$ cat src/rtl/lsu_ctrl.sv
// Load/store unit controller: accepts one pipeline memory request at a time,
// prepares it with mem_prep (word address, lane strobes, replicated store
// data, alignment check), runs a request/grant/response transaction on the
// single-port data bus and returns extended load data as a one-cycle pulse.
// Optional feature macro: LSU_BUS_TIMEOUT_EN enables a bus timeout counter
// limited by TIMEOUT_CYCLES (legal range 2..255).

package lsu_pkg;
    typedef enum logic [1:0] {
        MEM_BYTE = 2'b00,
        MEM_HALF = 2'b01,
        MEM_WORD = 2'b10
    } mem_width_e;
endpackage

module mem_prep
    import lsu_pkg::*;
(
    input  logic [31:0] addr_i,
    input  mem_width_e  width_i,
    input  logic [31:0] wdata_i,
    output logic [31:0] word_addr_o,
    output logic [3:0]  strb_o,
    output logic [31:0] wdata_o,
    output logic        misaligned_o
);

    // Word-align the address, place store lanes and flag illegal alignment
    always_comb begin
        word_addr_o  = {addr_i[31:2], 2'b00};
        strb_o       = 4'b0000;
        wdata_o      = 32'h0000_0000;
        misaligned_o = 1'b0;
        case (width_i)
            MEM_BYTE: begin
                strb_o  = 4'b0001 << addr_i[1:0];
                wdata_o = {4{wdata_i[7:0]}};
            end
            MEM_HALF: begin
                strb_o       = 4'b0011 << addr_i[1:0];
                wdata_o      = {2{wdata_i[15:0]}};
                misaligned_o = addr_i[0];
            end
            MEM_WORD: begin
                strb_o       = 4'b1111;
                wdata_o      = wdata_i;
                misaligned_o = (addr_i[1:0] != 2'b00);
            end
            default: begin
                // Unused width encoding is treated as an illegal access
                misaligned_o = 1'b1;
            end
        endcase
    end

endmodule

module lsu_ctrl
    import lsu_pkg::*;
#(
    parameter int unsigned TIMEOUT_CYCLES = 32'd64
) (
    input  logic        clk_i,
    input  logic        rst_ni,
    input  logic        req_valid_i,
    output logic        req_ready_o,
    input  logic        req_write_i,
    input  mem_width_e  req_width_i,
    input  logic        req_unsigned_i,
    input  logic [31:0] req_addr_i,
    input  logic [31:0] req_wdata_i,
    output logic        rsp_valid_o,
    output logic [31:0] rsp_rdata_o,
    output logic        rsp_err_o,
    output logic        rsp_misaligned_o,
    output logic        bus_req_o,
    input  logic        bus_gnt_i,
    output logic [31:0] bus_addr_o,
    output logic        bus_we_o,
    output logic [3:0]  bus_be_o,
    output logic [31:0] bus_wdata_o,
    input  logic        bus_rvalid_i,
    input  logic [31:0] bus_rdata_i,
    input  logic        bus_err_i,
    output logic        busy_o
);

    typedef enum logic [2:0] {
        S_IDLE  = 3'd0,
        S_REQ   = 3'd1,
        S_WAIT  = 3'd2,
        S_RESP  = 3'd3,
        S_FAULT = 3'd4
    } state_e;

    // Select the addressed lanes of a read word and sign/zero extend them
    function automatic logic [31:0] extract_load(
        input logic [31:0] rdata,
        input logic [1:0]  idx,
        input mem_width_e  width,
        input logic        is_unsigned
    );
        logic [31:0] shifted;
        logic [31:0] result;
        shifted = rdata >> {idx, 3'b000};
        case (width)
            MEM_BYTE: result = is_unsigned ? {24'h00_0000, shifted[7:0]}
                                           : {{24{shifted[7]}}, shifted[7:0]};
            MEM_HALF: result = is_unsigned ? {16'h0000, shifted[15:0]}
                                           : {{16{shifted[15]}}, shifted[15:0]};
            MEM_WORD: result = rdata;
            default:  result = 32'h0000_0000;
        endcase
        return result;
    endfunction

    state_e      state_q, state_d;
    logic [1:0]  idx_q, idx_d;
    mem_width_e  width_q, width_d;
    logic        uns_q, uns_d;
    logic        write_q, write_d;

    logic        bus_req_q, bus_req_d;
    logic [31:0] bus_addr_q, bus_addr_d;
    logic        bus_we_q, bus_we_d;
    logic [3:0]  bus_be_q, bus_be_d;
    logic [31:0] bus_wdata_q, bus_wdata_d;

    logic        rsp_valid_q, rsp_valid_d;
    logic [31:0] rsp_rdata_q, rsp_rdata_d;
    logic        rsp_err_q, rsp_err_d;
    logic        rsp_mis_q, rsp_mis_d;

    logic        req_ready_q, req_ready_d;
    logic        busy_q, busy_d;

    logic [31:0] prep_addr_s;
    logic [3:0]  prep_strb_s;
    logic [31:0] prep_wdata_s;
    logic        prep_mis_s;
    logic        timeout_s;

    mem_prep u_mem_prep (
        .addr_i       (req_addr_i),
        .width_i      (req_width_i),
        .wdata_i      (req_wdata_i),
        .word_addr_o  (prep_addr_s),
        .strb_o       (prep_strb_s),
        .wdata_o      (prep_wdata_s),
        .misaligned_o (prep_mis_s)
    );

`ifdef LSU_BUS_TIMEOUT_EN
    localparam logic [7:0] TIMEOUT_LIMIT = 8'(TIMEOUT_CYCLES);

    logic [7:0] cnt_q, cnt_d;

    // Count cycles spent in REQ+WAIT; restart whenever a request is accepted
    always_comb begin
        cnt_d = cnt_q;
        if ((state_q == S_IDLE) && req_valid_i) begin
            cnt_d = 8'd0;
        end else if ((state_q == S_REQ) || (state_q == S_WAIT)) begin
            cnt_d = cnt_q + 8'd1;
        end else begin
            cnt_d = cnt_q;
        end
    end

    // Timeout counter register
    always_ff @(posedge clk_i) begin
        if (!rst_ni) begin
            cnt_q <= 8'd0;
        end else begin
            cnt_q <= cnt_d;
        end
    end

    assign timeout_s = ((state_q == S_REQ) || (state_q == S_WAIT)) &&
                       ((cnt_q + 8'd1) == TIMEOUT_LIMIT);
`else
    // Without the timeout feature the bus may stall indefinitely
    assign timeout_s = 1'b0;
`endif

    // Next-state, capture and registered-output computation for the sequencer
    always_comb begin
        state_d     = state_q;
        idx_d       = idx_q;
        width_d     = width_q;
        uns_d       = uns_q;
        write_d     = write_q;
        bus_req_d   = 1'b0;
        bus_addr_d  = 32'h0000_0000;
        bus_we_d    = 1'b0;
        bus_be_d    = 4'b0000;
        bus_wdata_d = 32'h0000_0000;
        rsp_valid_d = 1'b0;
        rsp_rdata_d = 32'h0000_0000;
        rsp_err_d   = 1'b0;
        rsp_mis_d   = 1'b0;

        case (state_q)
            S_IDLE: begin
                if (req_valid_i) begin
                    idx_d   = req_addr_i[1:0];
                    width_d = req_width_i;
                    uns_d   = req_unsigned_i;
                    write_d = req_write_i;
                    if (prep_mis_s) begin
                        // Illegal alignment never reaches the bus
                        state_d     = S_FAULT;
                        rsp_valid_d = 1'b1;
                        rsp_err_d   = 1'b1;
                        rsp_mis_d   = 1'b1;
                    end else begin
                        state_d     = S_REQ;
                        bus_req_d   = 1'b1;
                        bus_addr_d  = prep_addr_s;
                        bus_we_d    = req_write_i;
                        bus_be_d    = req_write_i ? prep_strb_s : 4'b1111;
                        bus_wdata_d = req_write_i ? prep_wdata_s : 32'h0000_0000;
                    end
                end else begin
                    state_d = S_IDLE;
                end
            end
            S_REQ: begin
                if (timeout_s) begin
                    state_d     = S_RESP;
                    rsp_valid_d = 1'b1;
                    rsp_err_d   = 1'b1;
                end else if (bus_gnt_i) begin
                    state_d = S_WAIT;
                end else begin
                    // Hold the request stable until it is granted
                    bus_req_d   = bus_req_q;
                    bus_addr_d  = bus_addr_q;
                    bus_we_d    = bus_we_q;
                    bus_be_d    = bus_be_q;
                    bus_wdata_d = bus_wdata_q;
                end
            end
            S_WAIT: begin
                if (bus_rvalid_i) begin
                    state_d     = S_RESP;
                    rsp_valid_d = 1'b1;
                    rsp_err_d   = bus_err_i;
                    rsp_rdata_d = (bus_err_i || write_q) ? 32'h0000_0000
                                : extract_load(bus_rdata_i, idx_q, width_q, uns_q);
                end else if (timeout_s) begin
                    state_d     = S_RESP;
                    rsp_valid_d = 1'b1;
                    rsp_err_d   = 1'b1;
                end else begin
                    state_d = S_WAIT;
                end
            end
            S_RESP: begin
                state_d = S_IDLE;
            end
            S_FAULT: begin
                state_d = S_IDLE;
            end
            default: begin
                state_d = S_IDLE;
            end
        endcase

        req_ready_d = (state_d == S_IDLE);
        busy_d      = (state_d != S_IDLE);
    end

    // State and output registers with synchronous active-low reset
    always_ff @(posedge clk_i) begin
        if (!rst_ni) begin
            state_q     <= S_IDLE;
            idx_q       <= 2'b00;
            width_q     <= MEM_BYTE;
            uns_q       <= 1'b0;
            write_q     <= 1'b0;
            bus_req_q   <= 1'b0;
            bus_addr_q  <= 32'h0000_0000;
            bus_we_q    <= 1'b0;
            bus_be_q    <= 4'b0000;
            bus_wdata_q <= 32'h0000_0000;
            rsp_valid_q <= 1'b0;
            rsp_rdata_q <= 32'h0000_0000;
            rsp_err_q   <= 1'b0;
            rsp_mis_q   <= 1'b0;
            req_ready_q <= 1'b1;
            busy_q      <= 1'b0;
        end else begin
            state_q     <= state_d;
            idx_q       <= idx_d;
            width_q     <= width_d;
            uns_q       <= uns_d;
            write_q     <= write_d;
            bus_req_q   <= bus_req_d;
            bus_addr_q  <= bus_addr_d;
            bus_we_q    <= bus_we_d;
            bus_be_q    <= bus_be_d;
            bus_wdata_q <= bus_wdata_d;
            rsp_valid_q <= rsp_valid_d;
            rsp_rdata_q <= rsp_rdata_d;
            rsp_err_q   <= rsp_err_d;
            rsp_mis_q   <= rsp_mis_d;
            req_ready_q <= req_ready_d;
            busy_q      <= busy_d;
        end
    end

    assign req_ready_o      = req_ready_q;
    assign busy_o           = busy_q;
    assign bus_req_o        = bus_req_q;
    assign bus_addr_o       = bus_addr_q;
    assign bus_we_o         = bus_we_q;
    assign bus_be_o         = bus_be_q;
    assign bus_wdata_o      = bus_wdata_q;
    assign rsp_valid_o      = rsp_valid_q;
    assign rsp_rdata_o      = rsp_rdata_q;
    assign rsp_err_o        = rsp_err_q;
    assign rsp_misaligned_o = rsp_mis_q;

endmodule

$ cat config.mk
export PLATFORM = sky130hd
export DESIGN_NAME = lsu_ctrl
export DESIGN_NICKNAME = d
export VERILOG_FILES = /design/src/rtl/lsu_ctrl.sv
export SDC_FILE = /design/constraint.sdc
export NUM_CORES = 1
export LEC_CHECK = 0
export ABC_AREA = 1
export CORE_MARGIN = 2
export CORE_UTILIZATION = 45
export CTS_CLUSTER_DIAMETER = 30
export DETAILED_ROUTE_END_ITERATION = 7
export HOLD_SLACK_MARGIN = 0.05
export PLACE_DENSITY_LB_ADDON = 0.12
export SYNTH_ARGS = -nofsm -noshare
export SYNTH_HDL_FRONTEND = slang
export SYNTH_SLANG_ARGS = --single-unit
$ cat constraint.sdc
create_clock -name clk_i -period 4.2 [get_ports clk_i]
set_input_delay 1.26 -clock clk_i [delete_from_list [all_inputs] [get_ports clk_i]]
set_output_delay 1.26 -clock clk_i [all_outputs]
set_load 0.005 [all_outputs]
==> key figures <==
Yosys
  – Complex-gate fraction of the synthesized area: approximately 15%
  – Seq cells post-synth: around 110
  – Register area share after synthesis: 45.52%
  – XOR/XNOR Fraction of Synth Area: 0%
  – Average size of a mapped cell: 6.877 µm²
  – Mux cell area share after synthesis: 0%
  – Post-Synth Simple-Gate Area: a little under a third
  – YS warnings: 0
  – Yosys cell types: 22
  – Mapped Area: around 5000 µm²
  – Largest family of logic cells by synthesized area: simple AND/OR/NAND/NOR gates
  – Post-synthesis adder-cell area fraction: 0%
  – Gate Count Post-Synth: approximately 730

GRT
  – Initial antenna violation count: 0
  – First-pass GRT wire length: roughly 23000 µm
  – Vias in the first global route: around 5.1k
  – Grt total ovfl: 0
  – Pin count of the biggest net entering global routing: 39
  – Gr usage total: between 20 and 25%

Power and ir drop
  – Pleak: 3.176 nW
  – Max IR drop VDD: ~0.21 mV
  – Total design power: between 2 and 3 mW
  – Cell Pwr Density: around 380 nW/µm²

Floorplanning
  – Die Area: approximately 12000 µm²
  – Initial Util: a little under half
  – Die H: between 100 and 150 µm
  – Row count: 38
  – I/O pins: about 210
  – Die X: 109.6 µm
  – Core area: ~11000 µm²

Layout
  – Share of layout cells above drive strength 1: under 10%
  – FILL cells: 863
  – Nets: 1024
  – Antenna cells: 0
  – Final Util: between 70% and 80%
  – Area grow syn2layout: 53.23%

CTS
  – Max Root-Sink Buffers: 2
  – Root Buffer: clkbuf_8
  – CTS tree: yes
  – Clock net sink count: roughly 110
  – Post-CTS Setup Repair Bufs: 0
  – TritonCTS buffer count: 17
  – Post-CTS Resized: 0
  – CTS HTree Levels: 4
  – Clock Pin Slew Worst Setup and Hold Paths: 0.06 ns
  – Post-CTS Hold Buffers: 0
  – Worst-Skew Late Latency: 0.52 ns

Detailed routing
  – Met3 wire length: 1328 µm
  – Wl on met1: 5935 µm
  – Starting DRT DRC Count: about 280
  – DR DRC count: 0
  – Wire length on met2: 7428 µm
  – Via density per instance: just over 5
  – Pre-antenna DRT Iters: 5
  – Top Metal Used: met4
  – WL final: approximately 15000 µm
  – Antenna viol nets, final: 0
  – Drt wl/cell: approximately 14 µm
  – Vias: about 5.5k

Worst hold path
  – Type of the most critical hold path: reg -> reg

Timing
  – Min Hold Slack: about 0.46 ns
  – Fin worst setup slack: roughly 1.4 ns
  – Fin. max-slew vios: 0
  – Setup TNS: 0 ns
  – Post-layout minimum cycle time: about 2.8 ns
  – RSZ-0062 raised after global routing: no
  – Final hold violation count: 0
  – FMAX: about 0.35 GHz
  – Crit share post-route: between 60% and 70%
  – Max_slew headroom: 38.71%
  – Worst-Margin Slew: between 0.9 and 1 ns
  – Clk_skew: slightly above 0.007 ns
  – Final setup vio count: 0

Placed design
  – Post-detail-place hpwl: about 11000 µm
  – Pre-CTS worst setup slack: 0.8514 ns
  – Gp weighted congestion: between 0.9 and 1
  – I/O Buffers: between 200 and 250

Setup path
  – CP max-delay cell: clkdlybuf4s50_1
  – CP top delay family: buffers and inverters
  – Worst-path cell chain: clkdlybuf4s50_1 > inv_1 > nor2_4 > nor2_1 > o21ai_0 > nand2_1 > a21oi_1
  – CP max stage delay: between 0.7 and 0.8 ns
  – Critical path startpoint category: input port
  – WP buf/inv: 2
  – Arrival @ worst endpoint: 3.28 ns
  – Kind of critical path: in -> reg
  – CP Max Fanout: 17
  – Critical Path RT: approximately 4.6 ns
  – Crit. End Element: flop

Outcome
  – Outcome: completed

Job
  – Max-cap violation count: 0
## layout make-up
cell class / count / area (µm²) / share of cell area (%)
well taps: 140 / 175.2 / 2.280
inverters: 56 / 210.2 / 2.736
flip-flops and latches: 114 / 2282 / 29.71
clock inverters: 15 / 147.6 / 1.922
multi-input cells: 513 / 2293 / 29.85
repair buffers: 216 / 2160 / 28.11
clock buffers: 17 / 414.1 / 5.391
## placed cells by master (no fill, tap or decap), drive strengths merged
master and n:
o2111ai 1, nand3b 1, dfxtp 114, clkinvlp 2, nand2 265, clkbuf 17
o21ai 32, nand3 76, nor2 22, bufinv 1, clkinv 6, nand4 1
conb 2, clkdlybuf4s50 210, buf 6, o21bai 1, a21oi 112, inv 62
## worst register-to-register path: stages (launching register included)
cell and delay (ns):
dfxtp_1 0.92, inv_2 0.39, nand2_1 0.16, nand3_1 0.07, nand2_1 0.11, nand3_2 0.34
nand3_1 0.21, nand2_1 0.06, inv_1 0.05
## metrics by stage
| stage | cells | instance area (µm²) |
|---|---|---|
| after floorplan | 730 | 5017 |
| after detailed placement | 1039 | 7121 |
| after CTS | 1071 | 7682 |
| after global placement | 1039 | 7121 |
| final | 1071 | 7682 |
| after global routing | 1071 | 7682 |
## registers in the layout, indices dropped and copies added (netlist names)
register,cells
rsp_err_o,1
uns_q,1
write_q,1
req_ready_o,1
rsp_misaligned_o,1
rsp_valid_o,1
bus_wdata_o,32
bus_we_o,1
idx_q,2
width_q,2
bus_be_o,4
bus_req_o,1
busy_o,1
bus_addr_o,30
state_q,3
rsp_rdata_o,32
## kinds of logic after synthesis
kind of cell,after synthesis
flops,114
simple gates,365
other cells,1
compound gates,146
buf+inv,103
## layer usage
metal | up-vias | track usage (%)
li1 | 2712 | -
met4 | 0 | 12.12
met2 | 269 | 42.28
met5 | - | 0
met3 | 37 | 5.928
met1 | 2457 | 29.51
## Yosys cell counts
master | count | area [µm²]
nor2_1 | 17 | 63.81
dfxtp_1 | 114 | 2282
a21oi_1 | 112 | 560.5
o21ai_0 | 31 | 155.2
nand4_1 | 1 | 6.260
o21ai_2 | 1 | 8.760
buf_2 | 17 | 85.08
nor2_4 | 4 | 45.04
nor2_8 | 1 | 20.02
inv_1 | 47 | 176.4
inv_2 | 8 | 30.03
o21bai_1 | 1 | 7.510
buf_6 | 1 | 11.26
conb_1 | 1 | 3.750
nand3b_1 | 1 | 7.510
clkinv_1 | 1 | 3.750
clkbuf_1 | 22 | 82.58
o2111ai_4 | 1 | 26.28
buf_4 | 7 | 52.55
nand2_1 | 265 | 994.7
nand3_2 | 2 | 20.02
nand3_1 | 74 | 370.4
## path summary, 6_finish.rpt
check / start / endpoint / slack [ns] / cells after the start
min reg2reg: bus_wdata_o[17]$_SDFFE_PN0P_ / bus_wdata_o[17]$_SDFFE_PN0P_ / 0.46 / 2
min: bus_wdata_o[17]$_SDFFE_PN0P_ / bus_wdata_o[17]$_SDFFE_PN0P_ / 0.46 / 2
max: req_width_i[1] / bus_be_o[0]$_SDFFE_PN0P_ / 1.36 / 7
max reg2reg: idx_q[0]$_SDFFE_PN0P_ / rsp_rdata_o[27]$_SDFF_PP0_ / 1.83 / 8
## where the power goes
| group | switching (mW) | internal (mW) |
|---|---|---|
| clock | 0.556 | 0.800 |
| combinational | 0.233 | 0.199 |
| sequential | 0.0235 | 1.11 |
(Power assumes the default switching activity.)
==> variant (same settings) <==
Re-encode `state_e` (5 states) as Gray code, 3 bits wide.
--- a/src/rtl/lsu_ctrl.sv
+++ b/src/rtl/lsu_ctrl.sv
@@ -87,9 +87,9 @@
 
     typedef enum logic [2:0] {
-        S_IDLE  = 3'd0,
-        S_REQ   = 3'd1,
-        S_WAIT  = 3'd2,
-        S_RESP  = 3'd3,
-        S_FAULT = 3'd4
+        S_IDLE  = 3'b000,
+        S_REQ   = 3'b001,
+        S_WAIT  = 3'b011,
+        S_RESP  = 3'b010,
+        S_FAULT = 3'b110
     } state_e;
 
Formal check against the unedited RTL: same outputs for any inputs over 4 cycles, from zero or initial values and one cycle with rst_ni low; so few cycles prove little.
==> variant against the unedited design <==
- design area grew 0.49%
- setup slack better by 0.031 ns
- via count is 1.2% higher
- count of clock-buffer cells in the layout stayed put
- routed wire length up 2.4%
- clock skew increased by 0.00064 ns
- sequential cell count unchanged
- synthesized area about the same
- global-route usage up 0.59 points
- synthesized cell count rose by 0.14%
- register-to-register slack worse by 0.28 ns
- total power grew 3.1%
==> variant: results (changes against the unedited design) <==
metal1 wirelength: 5.89 mm (was 5.94 mm)
placed wire-length estimate after detailed placement: 11.4 mm (was 11.0 mm)
type of the tightest min-delay check: reg -> reg (unchanged)
wire length of the first global-routing pass: 23.8 mm (was 23.3 mm)
share of async-settable or async-resettable flops after synthesis: 0 (unchanged)
final estimated routing congestion in global placement: 0.920 (was 0.951)
wire length on met3: 1.32 mm (was 1.33 mm)
remaining antenna violation count: 0 (unchanged)
register-to-register setup slack: 1.55 ns (was 1.83 ns)
worst supply voltage drop on vdd: 0.000244 V (was 0.000211 V)
status: finished, final reports clean (unchanged)
violation count after the first detailed-route iteration: 313 (was 277)
drt pass-1 iters: 7 (was 5)
total global routing track utilization: 0.255 (was 0.249)
number of warnings issued by yosys: 0 (unchanged)
maximum clock skew at final layout: 0.00768 ns (was 0.00704 ns)
maximum root-to-sink buffer count: 2 (unchanged)
Reg2Reg Capture Point: rsp_rdata_o[23]$_SDFF_PP0_ (was rsp_rdata_o[27]$_SDFF_PP0_)
post-synthesis sequential area ratio: 0.455 (about the same)
wire length per cell: 14.4 µm (was 14.1 µm)
met1 Resource Use GR: 0.288 (was 0.295)
maximum level of the CTS H-tree: 4 (unchanged)
count of cells along the worst hold path: 2 (unchanged)
Final Net Count: 1027 (was 1024)
via count of the first global-routing pass: 5072 (was 5052)
Worst Path Arrival: 3.24 ns (was 3.28 ns)
number of gates resized after cts: 0 (unchanged)
fraction of layout cells with a size suffix above 1: 0.0579 (was 0.0591)
cell at the root of the clock tree: sky130_fd_sc_hd__clkbuf_8 (unchanged)
dominant delay contributor by cell family on the critical path: buffers and inverters (unchanged)
met2 wirelength from detailed routing: 7.97 mm (was 7.43 mm)
total vias in the final route: 5540 (was 5475)
Tightest Pin Transition: 0.902 ns (was 0.918 ns)
startpoint of the most critical hold path: write_q$_SDFFE_PN0P_ (was bus_wdata_o[17]$_SDFFE_PN0P_)
internal power of the cells: 2.22 mW (was 2.11 mW)
layout filler cell count: 916 (was 863)
Num CTS Buffers: 17 (unchanged)
highest layer used for signal routing: met4 (unchanged)
largest fanout on the critical path: 17 (unchanged)
Unique masters post-synth: 24 (was 22)
cell at the slowest stage of the critical path: sky130_fd_sc_hd__clkdlybuf4s50_1 (unchanged)
Post-synth top cells: sky130_fd_sc_hd__nand2_1, sky130_fd_sc_hd__dfxtp_1, sky130_fd_sc_hd__a21oi_1 (unchanged)
count of buffers from port buffering: 210 (unchanged)
Leak Pwr: 3.13 nW (was 3.18 nW)
largest net degree at the start of global routing: 44 (was 39)
clock latency reported for the late side of the worst-skew pair: 0.51 ns
met3 usage in global routing: 0.0824 (was 0.0593)
end of the worst hold path: write_q$_SDFFE_PN0P_ (was bus_wdata_o[17]$_SDFFE_PN0P_)
met2 layer usage reported by global route: 0.453 (was 0.423)
top cells by area, synth: sky130_fd_sc_hd__dfxtp_1, sky130_fd_sc_hd__nand2_1, sky130_fd_sc_hd__a21oi_1 (unchanged)
==> variant: area by class of cell <==
type / count / area (µm²) / area share
flip-flops and latches: 114 / 2280 / 0.296
well taps: 140 / 175 / 0.0227
clock buffers: 17 / 414 / 0.0536
repair buffers: 218 / 2160 / 0.280
multi-input cells: 518 / 2310 / 0.299
clock inverters: 14 / 180 / 0.0233
inverters: 52 / 195 / 0.0253
==> variant: how the worst max path moves through the flow <==
stage | start | endpoint | slack (ns) | cells past startpoint
2_1_floorplan | bus_rdata_i[15] | rsp_rdata_o[30]$_SDFF_PP0_ | 2.10 | 9
3_3_place_gp | req_width_i[1] | bus_be_o[0]$_SDFFE_PN0P_ | 1.01 | 7
3_5_place_dp | req_width_i[1] | bus_wdata_o[30]$_SDFFE_PN0P_ | 0.93 | 7
4_1_cts | req_width_i[1] | bus_wdata_o[24]$_SDFFE_PN0P_ | 1.42 | 7
5_1_grt | idx_q[0]$_SDFFE_PN0P_ | rsp_rdata_o[24]$_SDFF_PP0_ | 1.20 | 8
6_report | req_width_i[1] | bus_wdata_o[24]$_SDFFE_PN0P_ | 1.39 | 7
==> variant: cell families (layout without fill, tap and decap cells) <==
| kind of cell | count (synthesis) | after routing | share of synthesized area |
|---|---|---|---|
| buffers and inverters | 99 | 301 | 0.0868 |
| AO/OA/AOI/OAI | 151 | 151 | 0.156 |
| other | 1 | 2 | 0.000747 |
| AND/OR/NAND/NOR | 365 | 365 | 0.302 |
| flip-flops | 114 | 114 | 0.455 |
==> variant: metrics by stage <==
step | instance area [µm²] | utilization | instances | setup WS, ns | hold slack (ns)
6_report | 7720 | 0.712 | 1073 | 1.39 | 0.459
2_1_floorplan | 5020 | - | 731 | 2.10 | 0.441
3_5_place_dp | 7130 | 0.657 | 1042 | 0.929 | 0.454
5_1_grt | 7720 | 0.712 | 1073 | 1.20 | 0.486
4_1_cts | 7720 | 0.712 | 1073 | 1.42 | 0.461
3_3_place_gp | 7130 | 0.657 | 1042 | 1.01 | 0.450
==> variant: power by group through the flow <==
| stage | Clock (mW) | Sequential, mW | Combinational [mW] |
|---|---|---|---|
| 2_1_floorplan | 0 | 1.15 | 0.253 |
| 3_3_place_gp | 0 | 1.16 | 0.436 |
| 3_5_place_dp | 0 | 1.16 | 0.441 |
| 4_1_cts | 1.45 | 1.14 | 0.444 |
| 5_1_grt | 1.51 | 1.14 | 0.495 |
| 6_report | 1.43 | 1.14 | 0.447 |
==> variant: worst min-delay path: stages (launching register included) <==
cell and delay (ns):
sky130_fd_sc_hd__dfxtp_1 0.30, sky130_fd_sc_hd__nand2_1 0.06, sky130_fd_sc_hd__a21oi_1 0.05
